`src/rtl/dcache_pkg.sv`:
```
// dcache_pkg: shared types, defaults and helpers for the dcache_ctrl slice.
// Optional feature macro used by the slice: DCACHE_PERF_EN (hit/miss counters).
package dcache_pkg;

    // Default geometry: 16 lines of 16 bytes (4 words per line).
    localparam int DCACHE_INDEX_BIT_DEF  = 4;
    localparam int DCACHE_OFFSET_BIT_DEF = 4;

    // Controller sequencing states.
    typedef enum logic [2:0] {
        IDLE    = 3'd0,
        LOOKUP  = 3'd1,
        WB_ADDR = 3'd2,
        WB_WAIT = 3'd3,
        RF_ADDR = 3'd4,
        RF_WAIT = 3'd5,
        RESP    = 3'd6
    } dcache_state_e;

    // Tag field, right-aligned; the caller casts it to its tag width.
    function automatic logic [31:0] addrTag(input logic [31:0] addr,
                                            input int indexBit,
                                            input int offsetBit);
        return addr >> (indexBit + offsetBit);
    endfunction

    // Line index field, right-aligned.
    function automatic logic [31:0] addrIndex(input logic [31:0] addr,
                                              input int offsetBit,
                                              input int indexBit);
        return (addr >> offsetBit) & ((32'd1 << indexBit) - 32'd1);
    endfunction

    // Word number within the line (byte offset with the low two bits dropped).
    function automatic logic [31:0] addrWord(input logic [31:0] addr,
                                             input int offsetBit);
        return (addr & ((32'd1 << offsetBit) - 32'd1)) >> 2;
    endfunction

    // Replace only the bytes of oldWord whose strobe bit is set.
    function automatic logic [31:0] byteMerge(input logic [31:0] oldWord,
                                              input logic [31:0] newWord,
                                              input logic [3:0]  strb);
        logic [31:0] merged;
        merged = oldWord;
        for (int b = 0; b < 4; b++) begin
            if (strb[b]) merged[8*b +: 8] = newWord[8*b +: 8];
        end
        return merged;
    endfunction

endpackage

```
`src/rtl/dcache_line_store.sv`:
```
// dcache_line_store: per-line valid/dirty/tag state and line data for dcache_ctrl.
// Reads are combinational by index; writes are one word (byte-masked) plus metadata per cycle.
module dcache_line_store
    import dcache_pkg::*;
#(
    parameter int INDEX_BIT  = DCACHE_INDEX_BIT_DEF,
    parameter int OFFSET_BIT = DCACHE_OFFSET_BIT_DEF,
    parameter int TAG_BIT    = 32 - INDEX_BIT - OFFSET_BIT,
    parameter int BEAT_W     = OFFSET_BIT - 2,
    parameter int WORDS      = 1 << BEAT_W
) (
    input  logic                   clk,
    input  logic                   rst_n,
    input  logic [INDEX_BIT-1:0]   index_i,
    output logic                   rdValid_o,
    output logic                   rdDirty_o,
    output logic [TAG_BIT-1:0]     rdTag_o,
    output logic [WORDS-1:0][31:0] rdLine_o,
    input  logic                   dataWe_i,
    input  logic [BEAT_W-1:0]      dataWord_i,
    input  logic [3:0]             dataStrb_i,
    input  logic [31:0]            dataWdata_i,
    input  logic                   metaWe_i,
    input  logic                   metaValid_i,
    input  logic                   metaDirty_i,
    input  logic [TAG_BIT-1:0]     metaTag_i
);

    localparam int LINES = 1 << INDEX_BIT;

    logic [LINES-1:0]       valid_q;
    logic [LINES-1:0]       dirty_q;
    logic [TAG_BIT-1:0]     tagMem  [LINES];
    logic [WORDS-1:0][31:0] dataMem [LINES];

    // Valid and dirty clear asynchronously so a reset drops every line at once.
    always_ff @(posedge clk or negedge rst_n) begin
        if (!rst_n) begin
            valid_q <= '0;
            dirty_q <= '0;
        end else if (metaWe_i) begin
            valid_q[index_i] <= metaValid_i;
            dirty_q[index_i] <= metaDirty_i;
        end
    end

    // Tag and data carry no reset; they only matter while the valid bit is set.
    always_ff @(posedge clk) begin
        if (metaWe_i) tagMem[index_i] <= metaTag_i;
        if (dataWe_i) begin
            dataMem[index_i][dataWord_i] <= byteMerge(dataMem[index_i][dataWord_i],
                                                      dataWdata_i, dataStrb_i);
        end
    end

    assign rdValid_o = valid_q[index_i];
    assign rdDirty_o = dirty_q[index_i];
    assign rdTag_o   = tagMem[index_i];
    assign rdLine_o  = dataMem[index_i];

endmodule

```
`src/rtl/dcache_ctrl.sv`:
```
// dcache_ctrl: write-back, write-allocate, direct-mapped data-cache controller.
// Sequences lookup, dirty-victim write-back and refill between the CPU and the memory bridge.
// Define DCACHE_PERF_EN to build the hit/miss performance counters; otherwise they read 0.
module dcache_ctrl
    import dcache_pkg::*;
#(
    parameter int INDEX_BIT  = DCACHE_INDEX_BIT_DEF,
    parameter int OFFSET_BIT = DCACHE_OFFSET_BIT_DEF,
    parameter int TAG_BIT    = 32 - INDEX_BIT - OFFSET_BIT
) (
    input  logic        clk,
    input  logic        rst_n,
    input  logic        cpu_req,
    input  logic        cpu_wr,
    input  logic [3:0]  cpu_wstrb,
    input  logic [31:0] cpu_addr,
    input  logic [31:0] cpu_wdata,
    output logic        cpu_addr_ok,
    output logic        cpu_data_ok,
    output logic [31:0] cpu_rdata,
    output logic        mem_req,
    output logic        mem_wr,
    output logic [31:0] mem_addr,
    output logic [31:0] mem_wdata,
    input  logic        mem_addr_ok,
    input  logic        mem_data_ok,
    input  logic [31:0] mem_rdata,
    output logic [31:0] perf_hit_cnt,
    output logic [31:0] perf_miss_cnt
);

    localparam int BEAT_W = OFFSET_BIT - 2;
    localparam int WORDS  = 1 << BEAT_W;

    dcache_state_e          state_q, state_d;
    logic [BEAT_W-1:0]      beat_q, beat_d;
    logic [31:0]            reqAddr_q;
    logic [31:0]            reqWdata_q;
    logic [3:0]             reqStrb_q;
    logic                   reqWr_q;

    logic [INDEX_BIT-1:0]   reqIndex;
    logic [TAG_BIT-1:0]     reqTag;
    logic [BEAT_W-1:0]      reqWord;

    logic                   rdValid, rdDirty;
    logic [TAG_BIT-1:0]     rdTag;
    logic [WORDS-1:0][31:0] rdLine;

    logic                   dataWe, metaWe, metaValid, metaDirty;
    logic [BEAT_W-1:0]      dataWord;
    logic [3:0]             dataStrb;
    logic [31:0]            dataWdata;
    logic [TAG_BIT-1:0]     metaTag;

    logic                   hit, lastBeat, inWriteBack, beatDone, respond;

    assign reqIndex    = INDEX_BIT'(addrIndex(reqAddr_q, OFFSET_BIT, INDEX_BIT));
    assign reqTag      = TAG_BIT'(addrTag(reqAddr_q, INDEX_BIT, OFFSET_BIT));
    assign reqWord     = BEAT_W'(addrWord(reqAddr_q, OFFSET_BIT));
    assign hit         = rdValid && (rdTag == reqTag);
    assign lastBeat    = &beat_q;
    assign inWriteBack = (state_q == WB_ADDR) || (state_q == WB_WAIT);

    dcache_line_store #(
        .INDEX_BIT  (INDEX_BIT),
        .OFFSET_BIT (OFFSET_BIT),
        .TAG_BIT    (TAG_BIT)
    ) u_line_store (
        .clk         (clk),
        .rst_n       (rst_n),
        .index_i     (reqIndex),
        .rdValid_o   (rdValid),
        .rdDirty_o   (rdDirty),
        .rdTag_o     (rdTag),
        .rdLine_o    (rdLine),
        .dataWe_i    (dataWe),
        .dataWord_i  (dataWord),
        .dataStrb_i  (dataStrb),
        .dataWdata_i (dataWdata),
        .metaWe_i    (metaWe),
        .metaValid_i (metaValid),
        .metaDirty_i (metaDirty),
        .metaTag_i   (metaTag)
    );

    // Next-state, handshake outputs and line-store writes; a beat completes on
    // mem_data_ok, which may coincide with mem_addr_ok and then skips the WAIT state.
    always_comb begin
        state_d     = state_q;
        beat_d      = beat_q;
        cpu_addr_ok = 1'b0;
        cpu_data_ok = 1'b0;
        cpu_rdata   = '0;
        mem_req     = 1'b0;
        mem_wr      = 1'b0;
        mem_addr    = '0;
        mem_wdata   = '0;
        dataWe      = 1'b0;
        dataWord    = reqWord;
        dataStrb    = reqStrb_q;
        dataWdata   = reqWdata_q;
        metaWe      = 1'b0;
        metaValid   = 1'b1;
        metaDirty   = 1'b1;
        metaTag     = reqTag;
        beatDone    = 1'b0;
        respond     = 1'b0;

        case (state_q)
            IDLE: begin
                cpu_addr_ok = cpu_req & rst_n;
                if (cpu_req) state_d = LOOKUP;
            end
            LOOKUP: begin
                if (hit) begin
                    respond = 1'b1;
                end else begin
                    beat_d  = '0;
                    state_d = (rdValid && rdDirty) ? WB_ADDR : RF_ADDR;
                end
            end
            WB_ADDR: begin
                mem_req   = 1'b1;
                mem_wr    = 1'b1;
                mem_addr  = {rdTag, reqIndex, beat_q, 2'b00};
                mem_wdata = rdLine[beat_q];
                if (mem_addr_ok) begin
                    if (mem_data_ok) beatDone = 1'b1;
                    else             state_d  = WB_WAIT;
                end
            end
            WB_WAIT: begin
                if (mem_data_ok) beatDone = 1'b1;
            end
            RF_ADDR: begin
                mem_req  = 1'b1;
                mem_addr = {reqTag, reqIndex, beat_q, 2'b00};
                if (mem_addr_ok) begin
                    if (mem_data_ok) beatDone = 1'b1;
                    else             state_d  = RF_WAIT;
                end
            end
            RF_WAIT: begin
                if (mem_data_ok) beatDone = 1'b1;
            end
            RESP: begin
                respond = 1'b1;
            end
            default: begin
                state_d = IDLE;
            end
        endcase

        if (beatDone) begin
            beat_d = beat_q + 1'b1;
            if (inWriteBack) begin
                state_d = lastBeat ? RF_ADDR : WB_ADDR;
            end else begin
                dataWe    = 1'b1;
                dataWord  = beat_q;
                dataStrb  = 4'hF;
                dataWdata = mem_rdata;
                if (lastBeat) begin
                    metaWe    = 1'b1;
                    metaDirty = 1'b0;
                    state_d   = RESP;
                end else begin
                    state_d   = RF_ADDR;
                end
            end
        end

        if (respond) begin
            cpu_data_ok = 1'b1;
            state_d     = IDLE;
            if (reqWr_q) begin
                dataWe = 1'b1;
                metaWe = 1'b1;
            end else begin
                cpu_rdata = rdLine[reqWord];
            end
        end
    end

    // FSM state, beat counter and the request captured when it is accepted in IDLE.
    always_ff @(posedge clk or negedge rst_n) begin
        if (!rst_n) begin
            state_q    <= IDLE;
            beat_q     <= '0;
            reqAddr_q  <= '0;
            reqWdata_q <= '0;
            reqStrb_q  <= '0;
            reqWr_q    <= 1'b0;
        end else begin
            state_q <= state_d;
            beat_q  <= beat_d;
            if (state_q == IDLE && cpu_req) begin
                reqAddr_q  <= cpu_addr;
                reqWdata_q <= cpu_wdata;
                reqStrb_q  <= cpu_wstrb;
                reqWr_q    <= cpu_wr;
            end
        end
    end

`ifdef DCACHE_PERF_EN
    logic        lookupHit, lookupMiss;
    logic [31:0] hitCnt_q, missCnt_q;

    assign lookupHit  = (state_q == LOOKUP) && hit;
    assign lookupMiss = (state_q == LOOKUP) && !hit;

    // Free-running hit/miss counters, one step per LOOKUP outcome, wrapping at 2^32.
    always_ff @(posedge clk or negedge rst_n) begin
        if (!rst_n) begin
            hitCnt_q  <= '0;
            missCnt_q <= '0;
        end else begin
            if (lookupHit)  hitCnt_q  <= hitCnt_q + 32'd1;
            if (lookupMiss) missCnt_q <= missCnt_q + 32'd1;
        end
    end

    assign perf_hit_cnt  = hitCnt_q;
    assign perf_miss_cnt = missCnt_q;
`else
    assign perf_hit_cnt  = '0;
    assign perf_miss_cnt = '0;
`endif

endmodule

```
`config.mk`:
```
export PLATFORM = sky130hd
export DESIGN_NAME = dcache_ctrl
export DESIGN_NICKNAME = d
export VERILOG_FILES = /design/src/rtl/dcache_pkg.sv /design/src/rtl/dcache_line_store.sv /design/src/rtl/dcache_ctrl.sv
export SDC_FILE = /design/constraint.sdc
export NUM_CORES = 2
export LEC_CHECK = 0
export ABC_CLOCK_PERIOD_IN_PS = 15500
export BUFFER_PORTS_ARGS = -buffer_cell sky130_fd_sc_hd__buf_4
export CAP_MARGIN = 20
export CORE_MARGIN = 10
export CORE_UTILIZATION = 40
export CTS_CLUSTER_SIZE = 20
export DETAILED_ROUTE_END_ITERATION = 10
export PLACE_DENSITY = 0.63
export RECOVER_POWER = 50
export SLEW_MARGIN = 5
export SYNTH_ARGS = -nofsm -noshare
export SYNTH_HDL_FRONTEND = slang
export SYNTH_HIERARCHICAL = 1
export SYNTH_SLANG_ARGS = --single-unit
```
`constraint.sdc`:
```
create_clock -name clk -period 15.5 [get_ports clk]
set_clock_uncertainty 0.1 [all_clocks]
set_input_delay 0.775 -clock clk [delete_from_list [all_inputs] [get_ports clk]]
set_output_delay 0.775 -clock clk [all_outputs]
set_load 0.1 [all_outputs]
```
==> summary by stage <==
Timing
The count of endpoints failing hold in the final timing report came to 0. The worst max-slew margin expressed relative to the limit is -1.68. The number of pins exceeding their max-slew limit in the final report is 1897. Of the available clock period, the critical path in the final layout requires 0.734.

The clock period could shrink to 11.38 ns. The final sum of negative setup slack is 0 ns. Based on the critical path, the design can be clocked at up to 87.9 MHz. Setup violations remaining at the end of the flow were counted as 0. The actual transition at the worst max-transition pin is 3.98 ns. Setup repair after global routing left no endpoint under its margin.

CTS
Clock tree synthesis inserted a total of 283 buffers. In this run the deepest clock path goes through 4 buffers. Clock latency on the worst-skew pair, taken at its later pin, is 0.94 ns. The tree built by TritonCTS fans out to 2536 sinks. The clock slew at the register clock pins of the worst setup and hold paths is 0.06 ns. The number of setup buffers added after CTS is 0. The number of H-tree branching levels is 5. The clock tree from TritonCTS is yes. The CTS root buffer is clkbuf_16.

Setup path
The largest driver fanout on the critical path is 61. Data arrives at the worst endpoint at 11.75 ns. The capturing element of the worst setup path is u_line_store/dataMem[11][2]. The number of cells on the worst reg-to-reg path is 9.

Broken down by cell family, the worst path's largest delay share belongs to buffers and inverters. At the worst endpoint, the required time is 15.87 ns. The register-to-register path setup slack is 4.12 ns. Walking the worst path, the cells encountered are clkbuf_1 -> buf_4 -> buf_4 -> mux4_2 -> mux2i_1 -> a221o_1 -> a311o_1 -> a32oi_1 -> clkbuf_1. The critical path class is flop to flop. The critical path's slowest cell is clkbuf_1.

The worst reg2reg path startpoint is reqAddr_q[7]. The peak per-stage delay on the critical path is 2.64 ns. The path length in cells of the critical path is 9. The kind of start point of the critical path is a flop. The number of buffers and inverters on the critical path is 4. The endpoint identified for the worst register-to-register timing path is u_line_store/dataMem[11][2]. The kind of capture point of the worst setup path is a flop. The most critical setup path has its startpoint at reqAddr_q[7].

Die
The number of cell rows is 186. The total die area is 280000 um^2. The area of the core is 258000 um^2. For this design the top-level I/O count stands at 270.

The initial utilization of the core area, before any placement, comes to 0.403. The die is 529 um wide. The chip height is 529 um.

Detailed routing
After detailed routing, the number of vias per cell comes to 5.81. Dividing the detail-routed wire length by the instance count gives 30.6 um. Across all layers, the routed design uses 54356 vias. In this run, the number of DRC markers left after iteration 0 of detailed routing was 6515.

The final antenna-violating net count is 0. The DRC violation count after routing is 0. The number of iterations in the first detailed-routing pass is 6. The final wirelength is 286000 um.

Run status
The flow ran to the end, but the final reports show violations. The checks that failed: capacitance limit, slew limit.

Place
Routability-driven placement finished with a final weighted congestion of 0.862. The post-DP HPWL is 173000 um. The number of buffer cells added on primary ports is 201. The cell area reported after detailed placement is 110000 um^2.

Power
The analysis attributes to cell leakage a power of 38.6 nW. Across the VDD grid, the largest voltage drop is 0.000180 V. The power density of the placed cells is 229 nW/um^2.

Yosys
Counting distinct cell types in the post-synthesis netlist gives 70. edfxtp_1 takes more of the synthesized area than any other cell. The dominant register cell in the synthesized netlist is edfxtp_1. The cell count after synthesis is 5318. After synthesis, the cell types taking the most area are edfxtp_1 (70%), mux4_2 (12%), mux2i_1 (3.7%), dfrtp_1 (2.5%), mux2_2 (2.3%). Of the post-synthesis cell area, the dominant cell type holds 0.704. Counting flops and latches in the post-synthesis netlist gives 2536. In the synthesized netlist the async set-or-reset flop fraction comes to 0.0410.

The commonest cells after synthesis are edfxtp_1 (2432), mux4_2 (552), mux2i_1 (380). The mean area per synthesized cell is 19.5 um^2. Yosys instantiated no cell more often than edfxtp_1.

Yosys mapped a number of flops with a built-in enable equal to 2432. During synthesis, Yosys emitted a total of 6 warnings. The cell area after synthesis is 104000 um^2. The share of the Yosys chip area taken by registers is 0.729.

Global route
The first global-routing pass estimated 402000 um of wire. The number of global-route vias before repair is 53905. In the global route stage, overall resource usage came out at 0.199. After global routing the overflow that remains totals 0. Entering global routing, the biggest net connects 130 pins. The initial antenna violation count is 24.

Final layout
The share of post-route cells with drive strength above 1 is 0.263. Relative to the synthesized area, the layout overhead comes to 14.1%. The filler cell count in the final layout is 21485. At the end of the flow, the number of nets in the layout was 5831. Summing all non-filler instances in the final layout gives an area of 118000 um^2.

Flow run
The total of max-cap violations is 50.

Hold path
The worst hold-check path type is input pin to flop.
stage by stage:
step           power [mW]  hold slack (ns)  setup WS [ns]  cells  utilization
3_5_place_dp         20.8            0.389           7.74   8754        0.425
4_1_cts              27.1           0.0146           7.04   9298        0.461
3_3_place_gp         20.6            0.382           7.78   8753        0.425
5_1_grt              28.0           0.0336           3.53   9348        0.460
6_report             27.1           0.0604           4.12   9354        0.460
2_1_floorplan        16.9            0.373           9.74   5389            -
cell type report:
type | instances | area (um^2) | area share
multi-input combinational | 2431 | 26500 | 0.224
timing repair buffer | 437 | 3270 | 0.0276
sequential | 2536 | 75600 | 0.639
clock inverter | 122 | 996 | 0.00841
antenna | 53 | 133 | 0.00112
tap | 3384 | 4230 | 0.0357
clock buffer | 358 | 7550 | 0.0638
inverter | 33 | 131 | 0.00111
report_power, final:
group          switching [mW]  leakage [nW]  internal (mW)
combinational            7.11          11.3           3.11
clock                    2.59          4.18           3.69
sequential              0.363          23.1           10.2
worst register-to-register path, delay by kind of cell, from the launching register on:
family / cells / cell delay (ns)
buffers and inverters: 4 / 5.66
AOI/OAI and AO/OA: 3 / 2.56
DFF: 1 / 2.10
muxes: 2 / 0.52
placed cells by master (no fill, tap or decap), types with 60 or more instances in the layout:
cell type         n
a21oi_1          60
a22oi_1          86
buf_4           304
clkbuf_1        127
clkbuf_16       290
clkinv_1         61
conb_1           73
dfrtp_1          98
dlygate4sd3_1    64
edfxtp_1       2432
mux2_2          208
mux2i_1         380
mux4_2          552
nand2_1         287
nand3_1          68
nor2_1           84
nor2_4           67
o21ai_0          88
worst min-delay path by stage:
stage / cells past startpoint / endpoint / slack [ns] / start
final: 2 / reqAddr_q[4] / 0.06 / cpu_addr[4]
after global routing: 2 / reqAddr_q[4] / 0.03 / cpu_addr[4]
after global placement: 1 / u_line_store/dirty_q[14] / 0.38 / u_line_store/dirty_q[14]
after floorplan: 1 / reqStrb_q[0] / 0.37 / reqStrb_q[0]
after detailed placement: 1 / reqStrb_q[2] / 0.39 / reqStrb_q[2]
after CTS: 2 / reqAddr_q[4] / 0.01 / cpu_addr[4]
sequential cells by signal, summed over array words and instances, names as in the netlist:
signal,count
reqWr_q,1
beat_q,2
reqWdata_q,32
u_line_store/dataMem,2048
reqAddr_q,30
u_line_store/valid_q,16
reqStrb_q,4
u_line_store/dirty_q,16
state_q,3
u_line_store/tagMem,384
what timing repair did:
item / CTS / global route
hold endpoints to repair: 105 / 0
resized for setup: 0 / 0
hold buffers: 64 / 0
setup endpoints to repair: 0 / 0
layer usage:
layer | share of wire | GRT usage
met1 | 0.39 | 0.265
met2 | 0.47 | 0.311
met3 | 0.088 | 0.0430
met4 | 0.048 | 0.0967
met5 | 0.000080 | 0
kinds of logic after synthesis:
kind of cell,share of synthesized area
xor+xnor,0.00218
other cells,0.0000724
flops,0.729
simple gates,0.0335
compound gates,0.0315
mux,0.179
buf+inv,0.0244
fa+ha+maj,0.000362
No activity file was read; power rests on OpenSTA's default activity.
